$ cat src/rtl/trace_capture.sv
// trace_capture: edge-triggered event capture into a first-word-fall-through
// FIFO. Each entry holds tag, (optionally clamped) value, sign flag and the
// free-running cycle timestamp taken when the event was seen. A halt edge
// records a last entry, then the block drains and parks in DONE until reset.
module trace_capture #(
  parameter int DATA_W    = 24,
  parameter int DEPTH     = 16,
  parameter int TS_W      = 20,
  parameter int NEG_CLAMP = 0
) (
  input  logic                     clk,
  input  logic                     rst,
  input  logic                     notify,
  input  logic                     halt,
  input  logic [DATA_W-1:0]        tag_in,
  input  logic [DATA_W-1:0]        val_in,
  output logic                     out_valid,
  input  logic                     out_ready,
  output logic [DATA_W-1:0]        out_tag,
  output logic [DATA_W-1:0]        out_val,
  output logic                     out_neg,
  output logic [TS_W-1:0]          out_ts,
  output logic [$clog2(DEPTH):0]   count,
  output logic                     overflow,
  output logic                     done
);

  localparam int AW = $clog2(DEPTH);

  localparam logic [1:0] ST_RUN   = 2'd0;
  localparam logic [1:0] ST_DRAIN = 2'd1;
  localparam logic [1:0] ST_DONE  = 2'd2;

  logic [1:0]        r_state;
  logic              r_notify_q;
  logic              r_halt_q;
  logic [TS_W-1:0]   r_ts;
  logic [AW-1:0]     r_wr_ptr;
  logic [AW-1:0]     r_rd_ptr;
  logic [AW:0]       r_count;
  logic              r_overflow;

  logic [DATA_W-1:0] r_mem_tag [DEPTH];
  logic [DATA_W-1:0] r_mem_val [DEPTH];
  logic              r_mem_neg [DEPTH];
  logic [TS_W-1:0]   r_mem_ts  [DEPTH];

  logic              w_notify_edge;
  logic              w_halt_edge;
  logic              w_capture;
  logic              w_full;
  logic              w_empty;
  logic              w_pop;
  logic              w_push;
  logic              w_drop;
  logic [DATA_W-1:0] w_val_store;

  assign w_notify_edge = notify & ~r_notify_q;
  assign w_halt_edge   = halt & ~r_halt_q;
  // Coincident notify and halt edges still yield a single entry.
  assign w_capture     = (r_state == ST_RUN) && (w_notify_edge || w_halt_edge);
  assign w_full        = (r_count == (AW+1)'(DEPTH));
  assign w_empty       = (r_count == '0);
  assign w_pop         = !w_empty && out_ready;
  // A pop in the same cycle frees the slot, so a full FIFO can still accept.
  assign w_push        = w_capture && (!w_full || w_pop);
  assign w_drop        = w_capture && w_full && !w_pop;
  assign w_val_store   = ((NEG_CLAMP != 0) && val_in[DATA_W-1]) ? '0 : val_in;

  // Edge-detect copies of the level inputs; cleared by reset so that an input
  // held high through reset is seen as an edge right afterwards.
  always_ff @(posedge clk) begin
    if (rst) begin
      r_notify_q <= 1'b0;
      r_halt_q   <= 1'b0;
    end else begin
      r_notify_q <= notify;
      r_halt_q   <= halt;
    end
  end

  // Saturating free-running cycle timestamp.
  always_ff @(posedge clk) begin
    if (rst) begin
      r_ts <= '0;
    end else if (r_ts != '1) begin
      r_ts <= r_ts + 1'b1;
    end
  end

  // Capture/drain sequencing; DONE is only left through reset.
  always_ff @(posedge clk) begin
    if (rst) begin
      r_state <= ST_RUN;
    end else begin
      case (r_state)
        ST_RUN:   if (w_halt_edge) r_state <= ST_DRAIN;
        ST_DRAIN: if (w_empty) r_state <= ST_DONE;
        ST_DONE:  r_state <= ST_DONE;
        default:  r_state <= ST_RUN;
      endcase
    end
  end

  // FIFO pointers, occupancy and sticky overflow.
  always_ff @(posedge clk) begin
    if (rst) begin
      r_wr_ptr   <= '0;
      r_rd_ptr   <= '0;
      r_count    <= '0;
      r_overflow <= 1'b0;
    end else begin
      if (w_push) r_wr_ptr <= r_wr_ptr + 1'b1;
      if (w_pop)  r_rd_ptr <= r_rd_ptr + 1'b1;
      case ({w_push, w_pop})
        2'b10:   r_count <= r_count + 1'b1;
        2'b01:   r_count <= r_count - 1'b1;
        default: r_count <= r_count;
      endcase
      if (w_drop) r_overflow <= 1'b1;
    end
  end

  // Per-entry storage; the head is read combinationally for fall-through.
  generate
    for (genvar gi = 0; gi < DEPTH; gi++) begin : g_entry
      // Load this slot when it is the write target of an accepted push.
      always_ff @(posedge clk) begin
        if (!rst && w_push && (r_wr_ptr == AW'(gi))) begin
          r_mem_tag[gi] <= tag_in;
          r_mem_val[gi] <= w_val_store;
          r_mem_neg[gi] <= val_in[DATA_W-1];
          r_mem_ts[gi]  <= r_ts;
        end
      end
    end
  endgenerate

  assign out_valid = !w_empty;
  assign out_tag   = r_mem_tag[r_rd_ptr];
  assign out_val   = r_mem_val[r_rd_ptr];
  assign out_neg   = r_mem_neg[r_rd_ptr];
  assign out_ts    = r_mem_ts[r_rd_ptr];
  assign count     = r_count;
  assign overflow  = r_overflow;
  assign done      = (r_state == ST_DONE);

endmodule
$ cat config.mk
export PLATFORM = sky130hd
export DESIGN_NAME = trace_capture
export DESIGN_NICKNAME = d
export VERILOG_FILES = /design/src/rtl/trace_capture.sv
export SDC_FILE = /design/constraint.sdc
export NUM_CORES = 1
export LEC_CHECK = 0
export CAP_MARGIN = 30
export CORE_MARGIN = 5
export CORE_UTILIZATION = 46
export CTS_BUF_LIST = sky130_fd_sc_hd__clkbuf_2
export CTS_CLUSTER_DIAMETER = 50
export DETAILED_ROUTE_END_ITERATION = 6
export SETUP_SLACK_MARGIN = 0.5
export SLEW_MARGIN = 20
export SYNTH_ARGS = -nofsm -noshare
export SYNTH_HDL_FRONTEND = slang
export SYNTH_SLANG_ARGS = --single-unit
export TNS_END_PERCENT = 30
$ cat constraint.sdc
create_clock -name clk -period 21.8 [get_ports clk]
set_clock_uncertainty 0.15 [all_clocks]
set_input_delay 3.27 -clock clk [delete_from_list [all_inputs] [get_ports clk]]
set_output_delay 3.27 -clock clk [all_outputs]
set_load 0.05 [all_outputs]
==> flow_summary.yaml <==
run_status:
  status: "complete, no violations"
place:
  pre_cts_ws_ps: 13980
  dpl.hpwl_um: 43600
  dpl.cell_count: 3094
  numPortBuffers: 129
  routabilityCongestion: 0.720
critical_path:
  timing.rr.start: "r_state[0]"
  reg2reg_depth: 8
  crit_type: "reg2out"
  cp.required_ps: 18380
  crit_path_max_fanout: 39
  critPathCaptureType: "output port"
  path_delay_family: "buffers and inverters"
  cp.depth: 6
  cpPeakStageDelay_ps: 810
  start_kind: "flip-flop"
  path_cells: "buf_4, buf_16, buf_4, mux4_2, mux4_2, clkdlybuf4s50_1"
  endpoint: "out_ts[5]"
  cp_num_buf_inv: 4
  cpMaxStageDelayCell: "dfxtp_4"
  crit_arrival_ps: 5610
  r2r_slack_ps: 18110
  r2r_end: "r_mem_tag[1][2]"
yosys:
  synth_xor_area_share_pct: 0.388
  syn_area_mm2: 0.0429
  ys_ff_latch: 1130
  ys_types: 57
  yosys.area_share.simple_pct: 1.36
  synth_async_sr_flop_share_pct: 0
  ys_seq_area_share_pct: 78.2
  synth.avg_cell_area_um2: 24.5
  synthAdderAreaFrac_pct: 0.397
  synth_top_family_by_area: "multiplexers"
  syn_inst: 1751
  ys.flop_type: "edfxtp_1"
  synth-compound-area-share_pct: 0.683
  syn_nets: 1817
  ys_warn_count: 0
  synth_edf_count: 1088
  synthMuxAreaShare_pct: 17.9
timing:
  rsz0062_at_grt: "false"
  finalCritPeriodShare_pct: 41.4
  slew_violations: 0
  setup_viol: 0
  relSlewSlack_pct: 33.1
  worstMarginPinSlew_ps: 1000
  fmax_mhz: 111
  period_needed_ps: 9030
  final.setup.tns_ps: 0
  final_hold_viol_count: 0
  finalWorstSetupSlack_ps: 12770
finish:
  final_cells: 3593
  fill_cells: 7320
  drive_gt1_share_pct: 36.7
  layout.nets: 2211
  area_delta_synth_final_pct: 13.0
pwr:
  power-per-cell-area_mw_per_mm2: 101
  p_leak_uw: 0.0152
  irDropWorstVdd_uv: 85.1
floorplan:
  die_x_um: 315
  io_pins: 130
  die_area_mm2: 0.0994
  row_count: 112
  start_util_pct: 46.1
  die_h_um: 315
  core_mm2: 0.0929
routing:
  drtIter0Drc: 1664
  vias: 20008
  ant_nets: 0
  drc: 0
  firstDrtPassIters: 7
  avgRoutedWirePerCell_um: 26.0
  wl_um: 93400
  post_drt_via_cell_ratio: 5.57
flow_run:
  maxCapViolCount: 0
clock_network:
  post_cts_buffers: 0
  clk_latency_ps: 1430
  clk_pin_slew_ps: 80
  cts_tree: "yes"
  numCtsBuffers: 302
  clock_sinks: 1130
  cts_max_level: 5
  cts-root-buf: "clkbuf_2"
  cts_max_path_buffers: 4
  cts_hold_buf: 0
  cts_resized: 0
global_routing:
  antenna_found_initial: 3
  grt_pass1_vias: 22103
  grt_max_degree: 144
  grt_pass1_wl_um: 139000
  overflow: 0
  grt_usage_pct: 19.2
hold_path:
  hp-class: "reg2reg"
per-layer routing:
layer  vias up  share of wire, %  global-route usage, %
met1     10694                43                   26.4
met2       637                50                   30.8
met5         -                 0                      0
met4         0               1.8                   6.54
li1       8524                 -                      -
met3       153               5.8                   4.44
placed cells by master (no fill, tap or decap), types with 3 or more instances in the layout:
cell | netlist | routed
a211oi_1 | 3 | 3
a21oi_1 | 13 | 13
a31oi_1 | 3 | 3
and3_1 | 3 | 3
and4_1 | 3 | 3
buf_12 | 0 | 5
buf_16 | 0 | 3
buf_4 | 1 | 39
bufinv_16 | 0 | 5
clkbuf_2 | 0 | 417
clkdlybuf4s50_1 | 0 | 129
clkinv_1 | 0 | 55
clkinv_2 | 0 | 7
dfxtp_1 | 42 | 38
dfxtp_4 | 0 | 4
diode_2 | 0 | 6
edfxtp_1 | 1088 | 1088
ha_1 | 12 | 12
inv_1 | 6 | 6
inv_2 | 1 | 7
mux2i_1 | 3 | 3
mux4_2 | 340 | 340
nand2_1 | 15 | 15
nand2b_1 | 3 | 3
nand3_1 | 7 | 7
nor2_1 | 42 | 30
nor2_4 | 1 | 13
nor2b_1 | 7 | 7
nor3_1 | 12 | 8
nor3_2 | 1 | 5
o211ai_1 | 3 | 3
o21a_1 | 3 | 3
o21ai_1 | 3 | 3
xnor2_1 | 9 | 9
xor2_1 | 10 | 10
cell families after synthesis:
kind of cell / after synthesis
DFF: 1130
muxes: 343
and+or+nand+nor: 110
buffers and inverters: 93
AOI/OAI and AO/OA: 43
xor gates and xnor gates: 19
adders and majority gates: 13
tightest hold or removal path, delay by kind of cell (launching register included):
family | cells | cell delay, ps
compound gates | 1 | 40
flops | 1 | 340
simple gates | 1 | 80
registers in the layout, summed over array words and instances, names as in the netlist, named ones only:
register,flops
r_halt_q,1
r_mem_ts,320
overflow,1
r_ts,20
count,5
r_rd_ptr,4
r_wr_ptr,4
r_mem_tag,384
r_state,2
r_notify_q,1
r_mem_val,384
Yosys cell counts (2+ instances only):
library cell  number  area [um2]
buf_2             26         130
xnor2_1            9        78.8
o211ai_1           3        22.5
nor2_1            42         158
inv_1              6        22.5
nand4b_1           2        17.5
nand2b_1           3        18.8
clkbuf_1          49         184
nand2_1           15        56.3
o21a_1             3        22.5
mux2i_1            3        30.0
and4_1             3        26.3
ha_1              12         150
a211oi_1           3        22.5
nand3_1            7        35.0
mux4_2           340        7660
and3_1             3        18.8
nor3_1            12        60.1
o21ai_1            3        15.0
o21ai_0            2        10.0
a31oi_1            3        18.8
or3_1              2        12.5
dfxtp_1           42         841
nand4_1            2        12.5
buf_6              9         101
edfxtp_1        1088       32700
xor2_1            10        87.6
nor3b_2            2        25.0
a21oi_1           13        65.1
nor2b_1            7        43.8
how the worst min path moves through the flow:
stage,from,to,slack [ps],cells past startpoint
after floorplan,r_rd_ptr[1],flip-flop,320,2
after global placement,overflow,overflow,310,2
after detailed placement,overflow,overflow,310,2
after CTS,overflow,overflow,350,2
after global routing,overflow,overflow,390,2
final,overflow,overflow,350,2
through the flow:
stage          cell area (um2)  util (%)  total power [uW]  hold WS (ps)
2_1_floorplan            42900         -              3270           318
3_3_place_gp             45800      49.2              3550           313
3_5_place_dp             45900      49.4              3580           313
4_1_cts                  48400      52.1              4970           348
5_1_grt                  48400      52.1              5140           394
6_report                 48400      52.1              4890           346
layout make-up:
class | instances | area (um2) | area share, %
Clock inverter | 75 | 432 | 0.891
Multi-Input combinational cell | 528 | 9010 | 18.6
Timing Repair Buffer | 176 | 1770 | 3.65
Tap cell | 1254 | 1570 | 3.24
Clock buffer | 417 | 2090 | 4.31
Inverter | 7 | 26.3 | 0.0543
Sequential cell | 1130 | 33500 | 69.2
Antenna cell | 6 | 15.0 | 0.0310
where the power goes:
group / leakage (uW) / switching (uW) / internal, uW / total [uW]
registers: 0.0102 / 36.4 / 2430 / 2470
clock network: 0.00195 / 809 / 570 / 1380
logic: 0.00301 / 576 / 464 / 1040
total: 0.0152 / 1420 / 3470 / 4890
(Power assumes the default switching activity.)
